### src/rtl/alu_pkg.sv
// Shared definitions for the bit-serial ALU: default width, opcodes and FSM states.
package alu_pkg;

    localparam int ALU_WIDTH = 64;

    localparam logic [2:0] ALU_PASS_B = 3'b000;
    localparam logic [2:0] ALU_ADD    = 3'b010;
    localparam logic [2:0] ALU_SUB    = 3'b011;
    localparam logic [2:0] ALU_AND    = 3'b100;
    localparam logic [2:0] ALU_OR     = 3'b101;
    localparam logic [2:0] ALU_XOR    = 3'b110;

    typedef enum logic [1:0] {
        IDLE = 2'd0,
        RUN  = 2'd1,
        DONE = 2'd2
    } state_t;

endpackage

### src/rtl/bitSlice.sv
// One-bit ALU slice: full adder/subtractor plus bitwise logic, selected by cntrl.
module bitSlice
    import alu_pkg::*;
(
    input  logic       A,
    input  logic       B,
    input  logic [2:0] cntrl,
    input  logic       carryIn,
    output logic       out,
    output logic       carryOut
);

    logic bx;

    always_comb begin
        bx       = B ^ cntrl[0];   // subtract adds ~B with carry-in preset to 1
        out      = 1'b0;
        carryOut = 1'b0;
        case (cntrl)
            ALU_PASS_B: out = B;
            ALU_ADD, ALU_SUB: begin
                out      = A ^ bx ^ carryIn;
                carryOut = (A & bx) | (carryIn & (A ^ bx));
            end
            ALU_AND: out = A & B;
            ALU_OR:  out = A | B;
            ALU_XOR: out = A ^ B;
            default: begin
                out      = 1'b0;
                carryOut = 1'b0;
            end
        endcase
    end

endmodule

### src/rtl/serial_alu.sv
// Bit-serial ALU: one bitSlice processes an operand pair LSB first over WIDTH cycles.
module serial_alu
    import alu_pkg::*;
#(
    parameter int WIDTH = ALU_WIDTH
) (
    input  logic             clk,
    input  logic             reset,
    input  logic             start,
    input  logic [WIDTH-1:0] A,
    input  logic [WIDTH-1:0] B,
    input  logic [2:0]       cntrl,
    output logic [WIDTH-1:0] result,
    output logic             negative,
    output logic             zero,
    output logic             overflow,
    output logic             carry_out,
    output logic             busy,
    output logic             done
);

    localparam int CW = $clog2(WIDTH);

    state_t           state_reg;
    logic [WIDTH-1:0] a_reg;
    logic [WIDTH-1:0] b_reg;
    logic [2:0]       op_reg;
    logic [CW-1:0]    cnt_reg;
    logic             carry_reg;
    logic [WIDTH-1:0] result_reg;
    logic             negative_reg;
    logic             zero_reg;
    logic             overflow_reg;
    logic             carry_out_reg;
    logic             busy_reg;
    logic             done_reg;

    logic             slice_out;
    logic             slice_cout;
    logic [WIDTH-1:0] result_next;
    logic             is_arith;
    logic             last_bit;

    bitSlice u_slice (
        .A        (a_reg[cnt_reg]),
        .B        (b_reg[cnt_reg]),
        .cntrl    (op_reg),
        .carryIn  (carry_reg),
        .out      (slice_out),
        .carryOut (slice_cout)
    );

    assign result_next = {slice_out, result_reg[WIDTH-1:1]};
    assign is_arith    = (op_reg == ALU_ADD) || (op_reg == ALU_SUB);
    assign last_bit    = (cnt_reg == CW'(WIDTH - 1));

    always_ff @(posedge clk) begin
        if (reset) begin
            state_reg     <= IDLE;
            a_reg         <= '0;
            b_reg         <= '0;
            op_reg        <= '0;
            cnt_reg       <= '0;
            carry_reg     <= 1'b0;
            result_reg    <= '0;
            negative_reg  <= 1'b0;
            zero_reg      <= 1'b0;
            overflow_reg  <= 1'b0;
            carry_out_reg <= 1'b0;
            busy_reg      <= 1'b0;
            done_reg      <= 1'b0;
        end else begin
            case (state_reg)
                IDLE: begin
                    done_reg <= 1'b0;
                    if (start) begin
                        a_reg         <= A;
                        b_reg         <= B;
                        op_reg        <= cntrl;
                        cnt_reg       <= '0;
                        carry_reg     <= cntrl[0];
                        result_reg    <= '0;
                        negative_reg  <= 1'b0;
                        zero_reg      <= 1'b0;
                        overflow_reg  <= 1'b0;
                        carry_out_reg <= 1'b0;
                        busy_reg      <= 1'b1;
                        state_reg     <= RUN;
                    end
                end
                RUN: begin
                    result_reg <= result_next;
                    carry_reg  <= slice_cout;
                    cnt_reg    <= cnt_reg + 1'b1;
                    if (last_bit) begin
                        // carry_reg here is the carry into the MSB, slice_cout the carry out of it
                        negative_reg  <= slice_out;
                        zero_reg      <= (result_next == '0);
                        carry_out_reg <= is_arith & slice_cout;
                        overflow_reg  <= is_arith & (carry_reg ^ slice_cout);
                        done_reg      <= 1'b1;
                        state_reg     <= DONE;
                    end
                end
                DONE: begin
                    done_reg  <= 1'b0;
                    busy_reg  <= 1'b0;
                    state_reg <= IDLE;
                end
                default: state_reg <= IDLE;
            endcase
        end
    end

    assign result    = result_reg;
    assign negative  = negative_reg;
    assign zero      = zero_reg;
    assign overflow  = overflow_reg;
    assign carry_out = carry_out_reg;
    assign busy      = busy_reg;
    assign done      = done_reg;

endmodule
### config.mk
export PLATFORM = sky130hd
export DESIGN_NAME = serial_alu
export DESIGN_NICKNAME = d
export VERILOG_FILES = /design/src/rtl/alu_pkg.sv /design/src/rtl/bitSlice.sv /design/src/rtl/serial_alu.sv
export SDC_FILE = /design/constraint.sdc
export NUM_CORES = 1
export LEC_CHECK = 0
export BUFFER_PORTS_ARGS = -buffer_cell sky130_fd_sc_hd__buf_2
export CORE_UTILIZATION = 25
export CTS_CLUSTER_DIAMETER = 50
export DETAILED_ROUTE_END_ITERATION = 16
export GPL_TIMING_DRIVEN = 0
export PLACE_DENSITY_LB_ADDON = 0.1
export SLEW_MARGIN = 30
export SYNTH_ARGS = -nofsm -noshare
export SYNTH_HDL_FRONTEND = slang
export SYNTH_SLANG_ARGS = --single-unit
### constraint.sdc
create_clock -name clk -period 6.9 [get_ports clk]
set_input_delay 0.69 -clock clk [delete_from_list [all_inputs] [get_ports clk]]
set_output_delay 0.69 -clock clk [all_outputs]
set_load 0.005 [all_outputs]
# ---- Yosys cells after proc, flatten, opt, wreduce, memory -nomap -nowiden
# Cells that the tools add are included.
dict set report classes {
  n_bitwise 12
  eq_ne 10
  muxes 28
  addsub 1
  n_lt_le_gt_ge 1
  n_reduce_logical 15
}
# operator count
set op_table {}
lappend op_table {{one-hot mux 64 bit (2 select lines)} 1}
lappend op_table {{zero test 64 bit} 1}
lappend op_table {{two-way mux 64 bit} 1}
lappend op_table {{one-hot mux 1 bit (2 select lines)} 7}
lappend op_table {{binary-select mux 1 bit (select 6 bit)} 2}
lappend op_table {{one-hot mux 6 bit (2 select lines)} 1}
lappend op_table {{two-way mux 1 bit} 11}
lappend op_table {{AND reduction 2 bit} 5}
lappend op_table {{equality test 3 bit, second input constant} 3}
lappend op_table {{less-than comparator 6 x 7 -> 1 bit, second input constant} 1}
lappend op_table {{adder 6 x 1 -> 6 bit, second input constant} 1}
lappend op_table {{equality test 3 x 2 -> 1 bit, second input constant} 2}
lappend op_table {{equality test 6 bit, second input constant} 1}
lappend op_table {{two-way mux 6 bit} 1}
lappend op_table {{nonzero test 2 bit} 3}
lappend op_table {{AND 1 bit} 5}
lappend op_table {{one-hot mux 1 bit (5 select lines)} 1}
lappend op_table {{XOR 1 bit} 5}
lappend op_table {{two-way mux 2 bit} 2}
lappend op_table {{inequality test 2 bit, second input constant} 2}
lappend op_table {{one-hot mux 2 bit (2 select lines)} 1}
lappend op_table {{OR reduction 2 bit} 2}
lappend op_table {{zero test 3 bit} 1}
lappend op_table {{AND reduction 3 bit} 1}
lappend op_table {{5 further kinds} 6}
dict set report totals {
  elab_cells 80
  register_bits 210
}

# ---- Depth between registers and ports, before layout
dict set report depth {
  ltp_word 11
  ltp_mapped 13
}

# ---- Cells and area by module
# From an unflattened synthesis, not the netlist that was laid out.
dict set report hier_totals {
  cells_unflattened 1091
  hier_area_um2 8765.9
}
# mod area_per_inst_um2 cells_each n_inst
set by_module_without_submodules {}
lappend by_module_without_submodules {serial_alu 8642.0 1076 1}
lappend by_module_without_submodules {bitSlice 123.9 15 1}

# ---- Least setup slack after synthesis
# OpenSTA, ideal clock, no wires.
dict set report synth_timing {
  kind {reg-to-reg}
  startpoint {register cnt_reg[0]}
  endpoint {register result_reg[63], in the netlist result[63]}
  path_buffers 3
  path_slack_ps 3455
  stages_incl_launch_ff 14
  arrival_ps 3331
  t_required_ps 6785
  period_less_slack_ps 3445
  path_cell_list {dfxtp_1 > buf_6 > buf_12 > buf_12 > mux4_1 > mux4_2 > mux4_2 > inv_2 > ha_1 > mux2_2 > o211ai_1 > o21ai_0 > a21o_1 > o21a_1}
}
dict set report synth_between {
  elab_chain_cells 7
  elab_cells_between_ends 12
  cone_classes {mux: 6; bitwise: 6}
}
# element line_no
set synth_rtl {}
lappend synth_rtl {{start, declared} serial_alu.sv:28} ;# logic [CW-1:0] cnt_reg;
lappend synth_rtl {{start signal, assigned} serial_alu.sv:94} ;# cnt_reg <= cnt_reg + 1'b1;
lappend synth_rtl {{binary-select mux 1 bit (select 6 bit)} serial_alu.sv:46} ;# .B (b_reg[cnt_reg]),
lappend synth_rtl {{two-way mux 1 bit (not written as such)} serial_alu.sv:46}
lappend synth_rtl {{XOR 1 bit} bitSlice.sv:16} ;# bx = B ^ cntrl[0];
lappend synth_rtl {{XOR 1 bit (2 in a row)} bitSlice.sv:22} ;# out = A ^ bx ^ carryIn;
lappend synth_rtl {{one-hot mux 1 bit (5 select lines) (*)} bitSlice.sv:19} ;# case (cntrl)
lappend synth_rtl {{one-hot mux 64 bit (2 select lines) (*)} serial_alu.sv:73} ;# case (state_reg)
lappend synth_rtl {{end signal, assigned} serial_alu.sv:92} ;# result_reg <= result_next;
lappend synth_rtl {{end, declared} serial_alu.sv:30} ;# logic [WIDTH-1:0] result_reg;
# Every way passes the cells marked *; elsewhere a longest branch is shown, timed or not. The select of a mux whose other input is x is not followed.
# A chain may end at the register's enable or synchronous reset.

# ---- Final worst setup path
dict set report layout_timing {
  startpoint {register cnt_reg[1]}
  endpoint {register result_reg[63], in the netlist result[63]}
}
# The elaborated chain is that of the path after synthesis.

==> results.md <==
- Post-CTS Hold Buffers: 0
- Power Dens Cells: ~290 nW/um2
- First-pass GRT wire length: between 40 and 50 mm
- Vias: 8034
- Final Slew Violations: 0
- Sequential fraction of the synthesis area: between 40 and 50%
- Total Wirelength: between 20 and 30 mm
- DR DRC count: 0
- Relative slew slack: between 40% and 50%
- RSZ-0062 raised after global routing: false
- Synth unique cells: 42
- Post-DP HPWL: around 21 mm
- Initial core utilization: 25.7%
- FF-to-FF path depth: 12
- All-Layer GR Usage: between 10% and 20%
- Pre-CTS WS: 2.51 ns
- Outcome: complete, no violations
- Crit-path max cell delay: between 0.6 and 0.7 ns
- Clock sinks: between 200 and 250
- Num CTS Buffers: 35
- CP Launch Type: flop
- Top post-synthesis cells by area: dfxtp_1 (48%), nand2_1 (14%), a21oi_1 (12%)
- Reg2reg setup slack: between 2 and 3 ns
- Critical-path maximum fanout: 10
- H-tree depth: 2
- WP data arrival: around 4.7 ns
- Finish-stage setup viols: 0
- Syn Area/Cell: approximately 8.4 um2
- Root Driver: clkbuf_16
- TritonCTS clock tree: yes
- I/O pins: a little over 200
- Register area: 4200 um2
- Core area: 33900 um2
- Final period utilization: a little over three fifths
- Remaining global-route overflow: 0
- Area Growth Syn to Fin: 31.4%
- Max-cap viol count: 0
- Longest Clk Path Bufs: 3
- Min cycle time layout: between 4 and 5 ns
- Slew @ Worst Pin: slightly above 0.8 ns
- Synth area leader: dfxtp_1
- Initial DRC count: between 300 and 400
- Seq cells post-synth: between 200 and 250
- DR WL/cell: ~17 um
- Synth Flop Type: dfxtp_1
- Die extent in y: 189 um
- Vias per Instance: between 4 and 5
- Slowest cell on the critical path: buf_1
- Multi-input logic area: about 4100 um2
- Hold Path Depth: 3
- Post-CTS setup buffers: 0
- Chip Width: about 190 um
- Layout cell share with drive strength beyond 1: approximately 23%
- Hold Path Class: in2reg
- Top cell type's share of synthesized area: between 40% and 50%
- Mapped Nets: roughly 1200
- Setup_tns: 0 ns
- Final Skew: roughly 0.013 ns
- Yosys warns: 0
- CP most frequent cell: mux4_2
- Routability congestion estimate: 0.757
- Max Clk Rate: 0.231 GHz
- Critical-path cell list: clkbuf_1 > buf_1 > mux4_2 > mux4_2 > mux4_2 > inv_2 > ha_1 > mux2_2 > o211ai_1 > o21ai_0 > a21o_1 > o21a_1
- CTS clk-pin slew, worst paths: about 0.05 ns
- Dpl cells: between 1500 and 2000
- Worst setup margin: approximately 2.6 ns
- Initial antenna violation count: 2
- Row cnt: 67
- Final Hold Fails: 0
- Fillers: between 3000 and 4000
- I/O Buffers: 202
- Post_cts resized: 0
- Crit Path Category: reg2reg
- Most frequent cell after synthesis: nand2_1
- Post-synth EDFFs: 0
- Worst-Skew Late Latency: ~0.50 ns
- Largest net degree at the start of global routing: 12
- Number of non-filler instances in the completed layout: 1746
- Worst VDD drop: approximately 130 uV
- Die Footprint: roughly 36000 um2
- Post-route antenna net violation count: 0
- Setup crit end kind: flop
- Final nets: between 1000 and 1500
- DRT Pass-1 Iters: 5
- Vias in the first global route: ~7800
- Commonest cells post-synth: nand2_1 (333), dfxtp_1 (210), a21oi_1 (204)
- Final core occ: between 30% and 40%
- Post-synthesis cell area: 8710 um2
- Cells after Synth: slightly above 1000
- Worst path required time: around 7.3 ns
- Leak Pwr: 4.49 nW
- Ys async rst share: 0%
per-layer routing:
layer	share of wire (%)	track usage [%]	wire, um
met1	48	22.3	14000
met2	46	26.3	13500
met3	4.4	3.15	1280
met4	1.4	3.57	401
met5	0	0	0
power breakdown:
group          internal (mW)  switching (mW)
Combinational          0.110           0.179
Sequential              1.26          0.0244
Clock                   1.10           0.615
logic make-up after synthesis:
family          Yosys count  synth area share [%]
fa+ha+maj                 4                 0.661
simple gates            459                  22.0
buf+inv                  94                  4.68
mux                      39                  10.6
xor+xnor                  2                 0.201
compound gates          226                  13.6
flops                   210                  48.3
per-stage QoR:
| step | total power, mW | area (um2) | hold WS, ns |
|---|---|---|---|
| finish | 3.29 | 11400 | 0.434 |
| global route | 3.43 | 11400 | 0.422 |
| CTS | 3.35 | 11400 | 0.404 |
| detailed placement | 1.61 | 10300 | 0.443 |
| global placement | 1.61 | 10300 | 0.439 |
| floorplan | 1.49 | 8710 | 0.432 |
path summary, 6_finish.rpt:
| kind | start | endpoint |
|---|---|---|
| hold / removal | A[26] | a_reg[26]$_SDFFE_PP0P_ |
| hold reg to reg | b_reg[43]$_SDFFE_PP0P_ | b_reg[43]$_SDFFE_PP0P_ |
| setup reg to reg | cnt_reg[1]$_SDFFE_PP0P_ | result[63]$_SDFFE_PP0P_ |
| setup / recovery | cnt_reg[1]$_SDFFE_PP0P_ | result[63]$_SDFFE_PP0P_ |
cells in the final DEF, fill, tap and decap left out, types with 3 or more instances in the layout:
master and instances:
buf_4 3, clkinv_4 3, buf_1 5, mux4_1 17, nand3b_1 3, nand4_1 5
mux4_2 19, nor2_1 17, a311oi_1 4, clkinvlp_4 6, clkbuf_1 77, bufinv_16 3
clkbuf_16 35, dfxtp_1 210, nand2_1 333, o21ai_0 4, nor4_1 17, nor2b_1 3
buf_2 205, ha_1 3, nand3_1 72, inv_1 4, a22oi_1 5, a21oi_1 204
clkbuf_8 5
layout make-up:
type,instances,share of cell area (%)
timing repair buffer,202,8.84
tap,448,4.90
multi-input combinational,730,35.9
buffer,88,3.38
antenna,2,0.0437
inverter,6,0.197
clock buffer,44,8.39
clock inverter,16,1.65
sequential,210,36.7
critical path: cells and delay by family (launching register included):
family / cells / cell delay, ns
adders and majority gates: 1 / 0.21
DFF: 1 / 0.33
buffers and inverters: 3 / 1.25
muxes: 4 / 1.73
AOI/OAI and AO/OA: 4 / 0.69
No activity file was read; power rests on OpenSTA's default activity.
